### config.mk
export PLATFORM = sky130hd
export DESIGN_NAME = uart_transmitter_flat
export DESIGN_NICKNAME = d
export VERILOG_FILES = /design/src/rtl/uart_pkg.sv /design/src/rtl/uart_transmitter_if.sv /design/src/rtl/uart_tx_fifo.sv /design/src/rtl/uart_transmitter.sv /design/src/flat_wrapper.sv
export SDC_FILE = /design/constraint.sdc
export NUM_CORES = 1
export LEC_CHECK = 0
export ABC_AREA = 1
export CORE_MARGIN = 10
export CORE_UTILIZATION = 40
export CTS_BUF_LIST = sky130_fd_sc_hd__clkbuf_8
export CTS_CLUSTER_DIAMETER = 120
export DETAILED_ROUTE_END_ITERATION = 10
export PLACE_DENSITY = 0.69
export SYNTH_ARGS = -nofsm -noshare
export SYNTH_HDL_FRONTEND = slang
export SYNTH_SLANG_ARGS = --single-unit
### constraint.sdc
create_clock -name clk -period 2 [get_ports clk]
set_input_delay 0.4 -clock clk [delete_from_list [all_inputs] [get_ports clk]]
set_output_delay 0.4 -clock clk [all_outputs]
set_load 0.005 [all_outputs]
### src/rtl/uart_pkg.sv
// Shared types, constants and helpers for the UART transmit path.
package uart_pkg;

    localparam int unsigned UART_DATA_BITS = 8;

    typedef enum logic [1:0] {
        StIdle,
        StStart,
        StData,
        StStop
    } uart_state_e;

    function automatic int unsigned calc_bit_cycles(input int unsigned clk_freq,
                                                    input int unsigned baud_rate);
        return clk_freq / baud_rate;
    endfunction

endpackage

### src/rtl/uart_transmitter_if.sv
// Byte write handshake into the UART transmitter: the system drives data/data_valid,
// the transmitter answers with ready.
interface uart_transmitter_if;
    import uart_pkg::*;

    logic [UART_DATA_BITS-1:0] data;
    logic                      data_valid;
    logic                      ready;

    modport master (
        output data,
        output data_valid,
        input  ready
    );

    modport slave (
        input  data,
        input  data_valid,
        output ready
    );

endinterface

### src/rtl/uart_tx_fifo.sv
// Byte FIFO feeding the transmitter; pointers carry an extra wrap bit so full and
// empty can be told apart without a separate counter.
module uart_tx_fifo
    import uart_pkg::*;
#(
    parameter int unsigned fifo_depth_log2 = 2
) (
    input  logic                      clk,
    input  logic                      reset_n,
    input  logic [UART_DATA_BITS-1:0] data,
    input  logic                      wr_en,
    output logic [UART_DATA_BITS-1:0] q,
    input  logic                      rd_en,
    output logic                      empty,
    output logic                      full
);

    localparam int unsigned Depth = 1 << fifo_depth_log2;

    logic [fifo_depth_log2:0]  wr_ptr_q, wr_ptr_d;
    logic [fifo_depth_log2:0]  rd_ptr_q, rd_ptr_d;
    logic [UART_DATA_BITS-1:0] mem_q [Depth];
    logic                      do_wr, do_rd;

    assign empty = (wr_ptr_q == rd_ptr_q);
    assign full  = (wr_ptr_q[fifo_depth_log2] != rd_ptr_q[fifo_depth_log2]) &&
                   (wr_ptr_q[fifo_depth_log2-1:0] == rd_ptr_q[fifo_depth_log2-1:0]);
    assign q     = mem_q[rd_ptr_q[fifo_depth_log2-1:0]];

    assign do_wr = wr_en && !full;
    assign do_rd = rd_en && !empty;

    always_comb begin
        wr_ptr_d = wr_ptr_q;
        rd_ptr_d = rd_ptr_q;
        if (do_wr) wr_ptr_d = wr_ptr_q + 1'b1;
        if (do_rd) rd_ptr_d = rd_ptr_q + 1'b1;
    end

    always_ff @(posedge clk or negedge reset_n) begin
        if (!reset_n) begin
            wr_ptr_q <= '0;
            rd_ptr_q <= '0;
        end else begin
            wr_ptr_q <= wr_ptr_d;
            rd_ptr_q <= rd_ptr_d;
        end
    end

    // Storage needs no reset: contents are only visible once a pointer covers them.
    always_ff @(posedge clk) begin
        if (do_wr) mem_q[wr_ptr_q[fifo_depth_log2-1:0]] <= data;
    end

endmodule

### src/rtl/uart_transmitter.sv
// 8N1 UART transmitter: FIFO-buffered bytes are shifted out LSB-first with one start
// and one stop bit; queued bytes follow each other with no idle gap.
module uart_transmitter
    import uart_pkg::*;
#(
    parameter int unsigned clk_freq        = 100000000,
    parameter int unsigned baud_rate       = 115200,
    parameter int unsigned fifo_depth_log2 = 2
) (
    input  logic               clk,
    input  logic               reset_n,
    uart_transmitter_if.slave  in_if,
    output logic               tx,
    output logic               busy
);

    localparam int unsigned BitCycles = calc_bit_cycles(clk_freq, baud_rate);
    localparam int unsigned CntW      = $clog2(BitCycles);
    localparam logic [CntW-1:0] CntLast = CntW'(BitCycles - 1);

    if (BitCycles < 2) begin : g_bit_cycles_check
        $error("uart_transmitter: clk_freq / baud_rate must be at least 2");
    end

    uart_state_e               state_q, state_d;
    logic [CntW-1:0]           cnt_q, cnt_d;
    logic [2:0]                bit_idx_q, bit_idx_d;
    logic [UART_DATA_BITS-1:0] shift_q, shift_d;
    logic                      tx_q, tx_d;
    logic                      busy_q, busy_d;

    logic [UART_DATA_BITS-1:0] fifo_q;
    logic                      fifo_empty, fifo_full, fifo_wr, fifo_rd;
    logic                      bit_end;

    assign in_if.ready = !fifo_full;
    assign fifo_wr     = in_if.data_valid && !fifo_full;

    uart_tx_fifo #(
        .fifo_depth_log2(fifo_depth_log2)
    ) u_fifo (
        .clk    (clk),
        .reset_n(reset_n),
        .data   (in_if.data),
        .wr_en  (fifo_wr),
        .q      (fifo_q),
        .rd_en  (fifo_rd),
        .empty  (fifo_empty),
        .full   (fifo_full)
    );

    assign bit_end = (cnt_q == CntLast);

    always_comb begin
        state_d   = state_q;
        cnt_d     = cnt_q;
        bit_idx_d = bit_idx_q;
        shift_d   = shift_q;
        fifo_rd   = 1'b0;
        if (state_q != StIdle) cnt_d = bit_end ? '0 : cnt_q + CntW'(1);

        case (state_q)
            StIdle: begin
                if (!fifo_empty) begin
                    fifo_rd = 1'b1;
                    shift_d = fifo_q;
                    cnt_d   = '0;
                    state_d = StStart;
                end
            end
            StStart: begin
                if (bit_end) begin
                    bit_idx_d = '0;
                    state_d   = StData;
                end
            end
            StData: begin
                if (bit_end) begin
                    shift_d   = {1'b0, shift_q[UART_DATA_BITS-1:1]};
                    bit_idx_d = bit_idx_q + 3'd1;
                    if (bit_idx_q == 3'd7) state_d = StStop;
                end
            end
            StStop: begin
                if (bit_end) begin
                    // Chain straight into the next start bit when more data is queued.
                    if (!fifo_empty) begin
                        fifo_rd = 1'b1;
                        shift_d = fifo_q;
                        state_d = StStart;
                    end else begin
                        state_d = StIdle;
                    end
                end
            end
            default: state_d = StIdle;
        endcase
    end

    always_comb begin
        tx_d = 1'b1;
        case (state_q)
            StStart: tx_d = 1'b0;
            StData:  tx_d = shift_q[0];
            default: tx_d = 1'b1;
        endcase
        busy_d = (state_q != StIdle) || !fifo_empty;
    end

    always_ff @(posedge clk or negedge reset_n) begin
        if (!reset_n) begin
            state_q   <= StIdle;
            cnt_q     <= '0;
            bit_idx_q <= '0;
            shift_q   <= '0;
            tx_q      <= 1'b1;
            busy_q    <= 1'b0;
        end else begin
            state_q   <= state_d;
            cnt_q     <= cnt_d;
            bit_idx_q <= bit_idx_d;
            shift_q   <= shift_d;
            tx_q      <= tx_d;
            busy_q    <= busy_d;
        end
    end

    assign tx   = tx_q;
    assign busy = busy_q;

endmodule

### src/flat_wrapper.sv
// flat-port wrapper written by rule: the top's interface ports become plain ports
module uart_transmitter_flat import uart_pkg::*;
#(
    parameter int unsigned clk_freq        = 100000000,
    parameter int unsigned baud_rate       = 115200,
    parameter int unsigned fifo_depth_log2 = 2
)
  (clk, reset_n, tx, busy, in_if_data, in_if_data_valid, in_if_ready);
  uart_transmitter_if in_if_i ();
  input  logic clk;
  input  logic reset_n;
  output logic tx;
  output logic busy;
  input wire logic [$bits(in_if_i.data)-1:0] in_if_data;
  input wire logic [$bits(in_if_i.data_valid)-1:0] in_if_data_valid;
  output wire logic [$bits(in_if_i.ready)-1:0] in_if_ready;
  assign in_if_i.data = in_if_data;
  assign in_if_i.data_valid = in_if_data_valid;
  assign in_if_ready = in_if_i.ready;
  uart_transmitter #(.clk_freq(clk_freq), .baud_rate(baud_rate), .fifo_depth_log2(fifo_depth_log2)) u_core (.clk(clk), .reset_n(reset_n), .in_if(in_if_i), .tx(tx), .busy(busy));
endmodule
==> results of run 1 <==
## report_power, final
group / switching (W) / internal (W)
clock: 0.000546 / 0.000718
combinational: 0.000387 / 0.000243
sequential: 0.0000500 / 0.00154
## final cells by class
type / count / area, sq um
clock buffer: 9 / 124
clock inverter: 7 / 104
fill: 683 / 4010
inverter: 34 / 133
multi-input combinational: 233 / 1250
sequential: 63 / 1740
tap: 102 / 128
timing repair buffer: 28 / 241
## final timing paths
check | start | endpoint | slack, ns | cells past startpoint
worst min register to register | u_core.shift_q[7] | u_core.shift_q[7] | 0.48 | 2
worst max register to register | u_core.cnt_q[0] | u_core.u_fifo.rd_ptr_q[0] | 0.32 | 9
worst min-delay path | reset_n | u_core.u_fifo.wr_ptr_q[2] | 0.45 | 2
max in group asynchronous | reset_n | u_core.tx | 1.23 | 2
worst max-delay path | u_core.u_fifo.wr_ptr_q[1] | in_if_ready | 0.18 | 5
min in group clk | u_core.shift_q[7] | u_core.shift_q[7] | 0.48 | 2
## flip-flops by register name (all words and copies together) (netlist names)
name / count
u_core.u_fifo.mem_q: 32
u_core.cnt_q: 10
u_core.shift_q: 8
u_core.bit_idx_q: 3
u_core.u_fifo.rd_ptr_q: 3
u_core.u_fifo.wr_ptr_q: 3
u_core.state_q: 2
u_core.busy: 1
u_core.tx: 1
## layer usage
layer	up-vias	global-route usage, %
met5	-	0
met4	0	3.86
met3	8	4.25
met2	43	18.4
met1	1093	13.1
li1	1180	-
## repair_timing
item                                    4_1_cts  5_1_grt
endpoints found under the setup margin        1        0
resized for setup                             2        0
buffers inserted                              5        0
## worst max-delay path, cell delays in order (launching register included)
cell and delay (ns):
dfrtp_1 0.38, inv_1 0.12, nand2_1 0.10, nand2_4 0.10, nand4_2 0.09, dlygate4sd2_1 0.28
## through the flow
step	power (W)	hold WS, ns	instances
3_3_place_gp	0.00217	0.456	455
6_report	0.00348	0.446	476
3_5_place_dp	0.00219	0.467	455
4_1_cts	0.00352	0.453	476
5_1_grt	0.00365	0.477	476
2_1_floorplan	0.00199	0.104	336
## logic make-up (layout without fill, tap and decap cells)
family          count (synthesis)  in the layout  synth area share (%)
xor+xnor                        4              4                  1.11
compound gates                 15             15                  2.65
simple gates                  201            201                  30.6
fa+ha+maj                      13             13                  5.14
buf+inv                        40             78                  5.50
flops                          63             63                  55.0
## placed cells by master, fill, tap and decap left out
cell	instances
a21oi_1	2
and2_4	1
buf_4	15
bufinv_16	2
clkbuf_8	9
clkdlybuf4s50_1	12
clkinv_1	1
clkinv_4	2
dfrtp_1	30
dfstp_2	1
dlygate4sd2_1	1
edfxtp_1	32
ha_1	13
inv_1	28
inv_2	4
inv_6	4
nand2_1	112
nand2_2	6
nand2_4	5
nand3_1	43
nand3_2	1
nand3_4	2
nand4_1	10
nand4_2	1
nand4_4	1
nor2_1	12
nor2_2	5
nor4_1	1
o21ai_0	6
o21ai_1	2
o21bai_1	1
o22ai_1	3
o31ai_1	1
or2_2	1
xor2_1	4
==> results.md, run 1 <==
- Worst min-delay path class: in -> async
- Diode count: 0
- Post-DRT Antenna Nets: 0
- Mapped cell area: 3160 sq um
- Final instance area: 3720 sq um
- RSZ-0062 raised after global routing: false
- Worst setup margin: 0.176 ns
- Crit path kind: reg -> out
- Worst-Skew Late Latency: 0.35 ns
- Synth-to-Final Area Change: 17.6%
- Share of cells above drive strength 1: 16.0%
- # rows: 32
- CTS buffer count: 9
- Status: finished clean
- Rel. slew slack: 69.2%
- Ys flop type: edfxtp_1
- Die W: 109 um
- Hold-fix buffers at CTS: 0
- Final hold vios: 0
- Syn_nets: 360
- DP Area: 3450 sq um
- Max-cap violations: 0
- Crit path time final: 1.82 ns
- Overflow after GRT: 0
- Global-route wire length before repair: 10.5 mm
- Port buffer count: 13
- Power Density: 936 nW/um^2
- CTS tree: done
- Synth area leader: edfxtp_1
- Dpl hpwl: 4.23 mm
- Critical Path Fanout Max: 4
- I/O pin count: 14
- CP arrival: 1.42 ns
- Core box area: 7730 sq um
- Mapped Avg Cell Area: 9.41 sq um
- Yosys warnings: 0
- Register area share after synthesis: 55.0%
- Setup Skew: 0.00820 ns
- Critical Path Sink Type: primary output
- Count leader, synth: nand2_1
- Vias: 2324
- Gate Count Post-Synth: 336
- Peak supply drop: 592 uV
- Critical Path RT: 1.60 ns
- Pins Over Slew Limit: 0
- Final setup fails: 0
- Post-synthesis cell type count: 32
- Finished Core Util: 48.1%
- Starting Density: 40.9%
- Die Ht: 109 um
- DRC violations left: 0
- GP Congestion: 0.841
- Clk root buf: clkbuf_8
- Initial drt markers: 132
- DR vias/cell: 4.88
- Dpl ws: 0.246 ns
- Pin count of the biggest net entering global routing: 32
- Worst-margin pin slew: 0.460 ns
- Nets@finish: 393
- WL final: 6.08 mm
- Initial antenna violation count: 0
- H-tree Lvls: 3
- Top cells by area, synth: edfxtp_1 (30%), dfrtp_1 (24%), nand2_1 (13%), nand3_1 (6.8%), ha_1 (5.1%)
- Sink Count: 63
- Critical Path Source Type: flop
- Vias in the first global route: 2354
- Tcrit/Tclk final: 91.2%
- M1 WL: 2.75 mm
- Met3 routed WL: 302 um
- Total iterations of the first detailed-routing run: 4
- Met2 Wirelength: 2.93 mm
- GRT Total Usage: 11.2%
- WL per Instance: 12.8 um
- Worst-path clk slew: 0.08 ns
- Fmax: 0.548 GHz
- Post-synth EDFFs: 32
- FF+latch count, synth: 63
- Post-synth top cells: nand2_1 (112), nand3_1 (43), edfxtp_1 (32)
- Die ar.: 11900 sq um
- Synth top area share: 30.4%
- Post-synth ARST share: 49.2%
- TNS Setup: 0 ns
- Leakage power: 1.71 nW
- Uppermost layer routed: met4
- CTS Buffer Depth: 2
Power figures use the tool's default switching activity.
==> inputs of run 2 (changes only) <==
- SKIP_CTS_REPAIR_TIMING: default -> 1
==> run 2 against run 1 <==
Compared with the run above: cell area is the same; worst setup slack gained 0.079 ns; clock skew shrank 0.00053 ns; flip-flop and latch count is the same; critical path depth shrank 4; largest cell class unchanged; highest routed layer unchanged.
==> results.md, run 2 (same netlist as run 1, synthesis figures left out) <==
- Status: finished clean (unchanged)
- CTS tree: done (unchanged)
- GRT Total Usage: 11.1% (was 11.2%)
- Vias in the first global route: 2336 (was 2354)
- Finished Layout Cells: 475 (was 476)
- Buf+Inv Stages, Crit Path: 1 (was 2)
- Sink Count: 63 (unchanged)
- Crit path kind: reg -> out (unchanged)
- CTS Buffer Depth: 2 (unchanged)
- Dpl hpwl: 4.23 mm (unchanged)
- Critical Path Source Type: flop (unchanged)
- Die Ht: 109 um (unchanged)
- Core box area: 7730 sq um (unchanged)
- Post-DRT Antenna Nets: 0 (unchanged)
- Rel. slew slack: 69.3% (was 69.2%)
- Crit path time final: 1.75 ns (was 1.82 ns)
- # rows: 32 (unchanged)
- CP delay by family, top: flip-flops (was buffers and inverters)
- Overflow after GRT: 0 (unchanged)
- Critical Path Fanout Max: 1 (was 4)
- Seq pwr share: 46.2% (was 45.6%)
- Slowest CP cell: dfstp_2 (was dfrtp_1)
- Worst-path clk slew: 0.08 ns (about the same)
- Final setup fails: 0 (unchanged)
- Pins Over Slew Limit: 0 (unchanged)
- WL final: 6.06 mm (was 6.08 mm)
- Initial antenna violation count: 0 (unchanged)
- Clk root buf: clkbuf_8 (unchanged)
- Internal: 0.00249 W (was 0.00250 W)
- Share of cells above drive strength 1: 16.4% (was 16.0%)
- WL per Instance: 12.7 um (was 12.8 um)
- Largest register FFs: 32 (unchanged)
- Total iterations of the first detailed-routing run: 4 (unchanged)
- Peak supply drop: 591 uV (was 592 uV)
- Sw Pwr: 0.000976 W (was 0.000983 W)
- Crit path cell chain: clkdlybuf4s50_1 (was inv_1 > nand2_1 > nand2_4 > nand4_2 > dlygate4sd2_1)
- Most frequent cells in the layout: nand2_1 (112), nand3_1 (43), edfxtp_1 (32), dfrtp_1 (29), inv_1 (27) (was nand2_1 (112), nand3_1 (43), edfxtp_1 (32), dfrtp_1 (30), inv_1 (28))
- Setup Skew: 0.00767 ns (was 0.00820 ns)
- CTS buffer count: 9 (unchanged)
- H-tree Lvls: 3 (unchanged)
- GP Congestion: 0.841 (unchanged)
- Diode count: 0 (unchanged)
- Critical Path Sink Type: primary output (unchanged)
- Worst setup margin: 0.255 ns (was 0.176 ns)
- Synth-to-Final Area Change: 17.6% (unchanged)
- Placed cell count: 455 (unchanged)
- Tcrit/Tclk final: 87.3% (was 91.2%)
- Worst-Skew Late Latency: 0.35 ns (about the same)
- Fin Hold WS: 0.446 ns (about the same)
- I/O pin count: 14 (unchanged)
- Port buffer count: 13 (unchanged)
- Fmax: 0.573 GHz (was 0.548 GHz)
- Worst min-delay path class: in -> async (unchanged)
- Max-cap violations: 0 (unchanged)
- Logic pwr share: 17.3% (was 18.1%)
- Die W: 109 um (unchanged)
- Sw frac: 28.2% (about the same)
- RSZ-0062 raised after global routing: false (unchanged)
- Initial drt markers: 116 (was 132)
- DRC violations left: 0 (unchanged)
- CP arrival: 1.35 ns (was 1.42 ns)
- Pin count of the biggest net entering global routing: 32 (unchanged)
- Dpl ws: 0.246 ns (unchanged)
- Commonest non-fill, non-tap cell in the layout: nand2_1 (unchanged)
- Critical Path RT: 1.60 ns (about the same)
- DR vias/cell: 4.88 (about the same)
- Finished Core Util: 48.1% (unchanged)
- Final hold vios: 0 (unchanged)
- Crit path largest cell delay: 0.52 ns (was 0.38 ns)
- Global-route wire length before repair: 10.4 mm (was 10.5 mm)
- Clock power share: 36.5% (was 36.3%)
- Power Density: 931 nW/um^2 (was 936 nW/um^2)
- Worst-margin pin slew: 0.459 ns (was 0.460 ns)
- Leakage power: 1.71 nW (about the same)
- Vias: 2316 (was 2324)
- Die ar.: 11900 sq um (unchanged)
- Nets@finish: 392 (was 393)
- Starting Density: 40.9% (unchanged)
## run 2: changes by cell type in the layout (fill, tap and decap cells not counted)
cell	before	now
dlymetal6s2s_1	0	1
buf_4	15	14
dlygate4sd2_1	1	0
inv_1	28	27
inv_2	4	5
inv_6	4	3
dfrtp_2	0	1
inv_8	0	1
dfrtp_1	30	29
## run 2: worst paths after layout
check / to / from / cells past startpoint / slack (ns)
worst min register to register: u_core.shift_q[7] / u_core.shift_q[7] / 2 / 0.48
max in group asynchronous: u_core.tx / reset_n / 2 / 1.23
worst max register to register: u_core.u_fifo.rd_ptr_q[0] / u_core.cnt_q[0] / 9 / 0.32
min in group clk: u_core.shift_q[7] / u_core.shift_q[7] / 2 / 0.48
worst min-delay path: u_core.u_fifo.wr_ptr_q[2] / reset_n / 2 / 0.45
worst max-delay path: tx / u_core.tx / 1 / 0.25
## run 2: power by group through the flow
stage | combinational [W] | sequential [W] | clock [W]
final | 0.000599 | 0.00160 | 0.00126
after global routing | 0.000671 | 0.00161 | 0.00135
after CTS | 0.000564 | 0.00160 | 0.00130
after detailed placement | 0.000565 | 0.00163 | 0
after global placement | 0.000555 | 0.00162 | 0
after floorplan | 0.000380 | 0.00161 | 0
## run 2: area by class of cell
class,instances,area [sq um]
clock buffer,9,124
clock inverter,7,104
fill,686,4010
inverter,34,135
multi-input combinational,233,1250
sequential,63,1740
tap,102,128
timing repair buffer,27,238
## run 2: stage by stage
stage | power, W | area (sq um) | TNS [ns]
2_1_floorplan | 0.00199 | 3160 | 0
3_3_place_gp | 0.00217 | 3450 | 0
3_5_place_dp | 0.00219 | 3450 | 0
4_1_cts | 0.00346 | 3680 | -0.137
5_1_grt | 0.00363 | 3720 | 0
6_report | 0.00346 | 3720 | 0
## run 2: routing by layer
layer	up-vias	global-route usage, %	wire length (um)
li1	1178	-	-
met1	1094	13.1	2780
met2	36	18.0	2920
met3	8	4.25	273
met4	0	3.86	86
met5	-	0	0
==> inputs of run 3 (changes only) <==
- MAX_ROUTING_LAYER: default -> met4
- PLACE_DENSITY: 0.69 -> 0.63
==> run 3 against run 2 <==
Compared with the run above: fmax decreased by 0.10%; highest routed layer unchanged; non-clock buffer count decreased by 2; power decreased by 3.4%; register-to-register slack got worse by 0.07 ns.
==> results.md, run 3 (same netlist as run 1, synthesis figures left out) <==
- Status: finished clean (unchanged)
- Seq pwr share: 47.8% (was 46.2%)
- Worst setup margin: 0.253 ns (was 0.255 ns)
- Logic pwr share: 17.4% (was 17.3%)
- Power Density: 910 nW/um^2 (was 931 nW/um^2)
- Core box area: 7730 sq um (unchanged)
- Dpl hpwl: 4.25 mm (was 4.23 mm)
- Leakage power: 1.68 nW (was 1.71 nW)
- Max-cap violations: 0 (unchanged)
- Setup Skew: 0.00786 ns (was 0.00767 ns)
- FF/Latch Area: 1740 sq um (unchanged)
- Crit path time final: 1.75 ns (about the same)
- H-tree Lvls: 3 (unchanged)
- CTS tree: done (unchanged)
- Worst R2R Path Depth: 9 (unchanged)
- Fmax: 0.572 GHz (was 0.573 GHz)
- R2r startpoint: u_core.cnt_q[0] (unchanged)
- Critical Path Sink Type: primary output (unchanged)
- Pins Over Slew Limit: 0 (unchanged)
- Largest register FFs: 32 (unchanged)
- Die Ht: 109 um (unchanged)
- Pin count of the biggest net entering global routing: 32 (unchanged)
- Final instance area: 3670 sq um (was 3720 sq um)
- Crit Reg-Reg Endpoint: u_core.u_fifo.rd_ptr_q[0] (unchanged)
- Worst-Skew Late Latency: 0.34 ns (was 0.35 ns)
- Peak supply drop: 527 uV (was 591 uV)
- Overflow after GRT: 0 (unchanged)
- Initial antenna violation count: 0 (unchanged)
- Crit path largest cell delay: 0.52 ns (about the same)
- CP arrival: 1.35 ns (about the same)
- Nets@finish: 390 (was 392)
- Sw Pwr: 0.00100 W (was 0.000976 W)
- Vias in the first global route: 2166 (was 2336)
- Port buffer count: 13 (unchanged)
- CTS buffer count: 9 (unchanged)
- Clk root buf: clkbuf_8 (unchanged)
- Critical Path Fanout Max: 1 (unchanged)
- WL per Instance: 12.7 um (about the same)
- Critical Path Source Type: flop (unchanged)
- Share of cells above drive strength 1: 15.9% (was 16.4%)
- CP delay by family, top: flip-flops (unchanged)
- CTS Buffer Depth: 2 (unchanged)
- Buf+Inv Stages, Crit Path: 1 (unchanged)
- Total iterations of the first detailed-routing run: 5 (was 4)
- Setup crit start: u_core.tx (unchanged)
- Dpl ws: 0.236 ns (was 0.246 ns)
- Clock power share: 34.8% (was 36.5%)
- Worst min-delay path class: in -> async (unchanged)
- GRT Total Usage: 11.3% (was 11.1%)
- Area of the multi-input gates: 1250 sq um (unchanged)
- Slowest CP cell: dfstp_2 (unchanged)
- Post-DRT Antenna Nets: 0 (unchanged)
- DR vias/cell: 4.78 (was 4.88)
- Starting Density: 40.9% (unchanged)
- Commonest non-fill, non-tap cell in the layout: nand2_1 (unchanged)
- Worst-margin pin slew: 0.470 ns (was 0.459 ns)
- DRC violations left: 0 (unchanged)
- Die ar.: 11900 sq um (unchanged)
- DP Area: 3450 sq um (about the same)
- Diode count: 0 (unchanged)
- Worst R2R Setup Slack: 0.25 ns (was 0.32 ns)
- Most frequent cells in the layout: nand2_1 (112), nand3_1 (43), edfxtp_1 (32), dfrtp_1 (29), inv_1 (27) (unchanged)
- Crit path cell chain: clkdlybuf4s50_1 (unchanged)
- Rel. slew slack: 68.6% (was 69.3%)
- Worst-path clk slew: 0.08 ns (about the same)
- # rows: 32 (unchanged)
- Sink Count: 63 (unchanged)
- GP Congestion: 0.860 (was 0.841)
- Die W: 109 um (unchanged)
- Crit path kind: reg -> out (unchanged)
- Tcrit/Tclk final: 87.3% (about the same)
- I/O pin count: 14 (unchanged)
- Critical Path RT: 1.60 ns (about the same)
- Initial drt markers: 144 (was 116)
- Internal: 0.00234 W (was 0.00249 W)
- WL final: 6.02 mm (was 6.06 mm)
- Synth-to-Final Area Change: 16.2% (was 17.6%)
- Global-route wire length before repair: 10.4 mm (about the same)
- Sw frac: 30.0% (was 28.2%)
- Final hold vios: 0 (unchanged)
- TNS Setup: 0 ns (unchanged)
- RSZ-0062 raised after global routing: false (unchanged)
- Fillers: 717 (was 686)
- Vias: 2260 (was 2316)
- Final setup fails: 0 (unchanged)
[run 3: cell count changes in the layout (fill, tap and decap cells not counted)]
cell	before	now
buf_4	14	12
bufinv_16	2	1
clkinv_2	0	1
clkinv_4	2	1
clkinvlp_4	0	1
inv_6	3	4
inv_8	1	0
[run 3: per-layer routing]
| layer | vias up | track usage [%] | wire length, um |
|---|---|---|---|
| met5 | - | - | 0 |
| met4 | 0 | 4.24 | 80 |
| met3 | 8 | 3.24 | 229 |
| met2 | 41 | 16.2 | 2730 |
| met1 | 1044 | 14.7 | 2980 |
| li1 | 1167 | - | - |
[run 3: worst max path at each step]
| stage | endpoint | slack [ns] | depth (start not counted) |
|---|---|---|---|
| 2_1_floorplan | u_core.u_fifo.mem_q[1][0] | 0.36 | 6 |
| 3_3_place_gp | u_core.u_fifo.mem_q[3][7] | 0.27 | 3 |
| 3_5_place_dp | u_core.u_fifo.mem_q[3][7] | 0.24 | 3 |
| 4_1_cts | in_if_ready | -0.13 | 5 |
| 5_1_grt | u_core.u_fifo.rd_ptr_q[0] | 0.12 | 9 |
| 6_report | tx | 0.25 | 1 |
[run 3: area by class of cell]
type                       instances  area share [%]
clock buffer                       9            3.37
clock inverter                     7            2.11
inverter                          34            3.61
multi-input combinational        233            34.0
sequential                        63            47.3
tap                              102            3.47
timing repair buffer              25            6.06
[run 3: per-stage QoR]
stage                     util (%)  hold WS [ns]  instances  total power [W]
final                         47.5         0.448        473          0.00334
after global routing          47.5         0.470        473          0.00351
after CTS                     47.2         0.447        470          0.00334
after detailed placement      44.6         0.462        454          0.00217
after global placement        44.6         0.456        454          0.00216
after floorplan                  -         0.104        336          0.00199
[run 3: power groups by stage]
| stage | clock, W | combinational, W | sequential (W) |
|---|---|---|---|
| 6_report | 0.00117 | 0.000581 | 0.00160 |
| 5_1_grt | 0.00125 | 0.000648 | 0.00161 |
| 4_1_cts | 0.00119 | 0.000555 | 0.00160 |
| 3_5_place_dp | 0 | 0.000549 | 0.00162 |
| 3_3_place_gp | 0 | 0.000536 | 0.00162 |
| 2_1_floorplan | 0 | 0.000380 | 0.00161 |
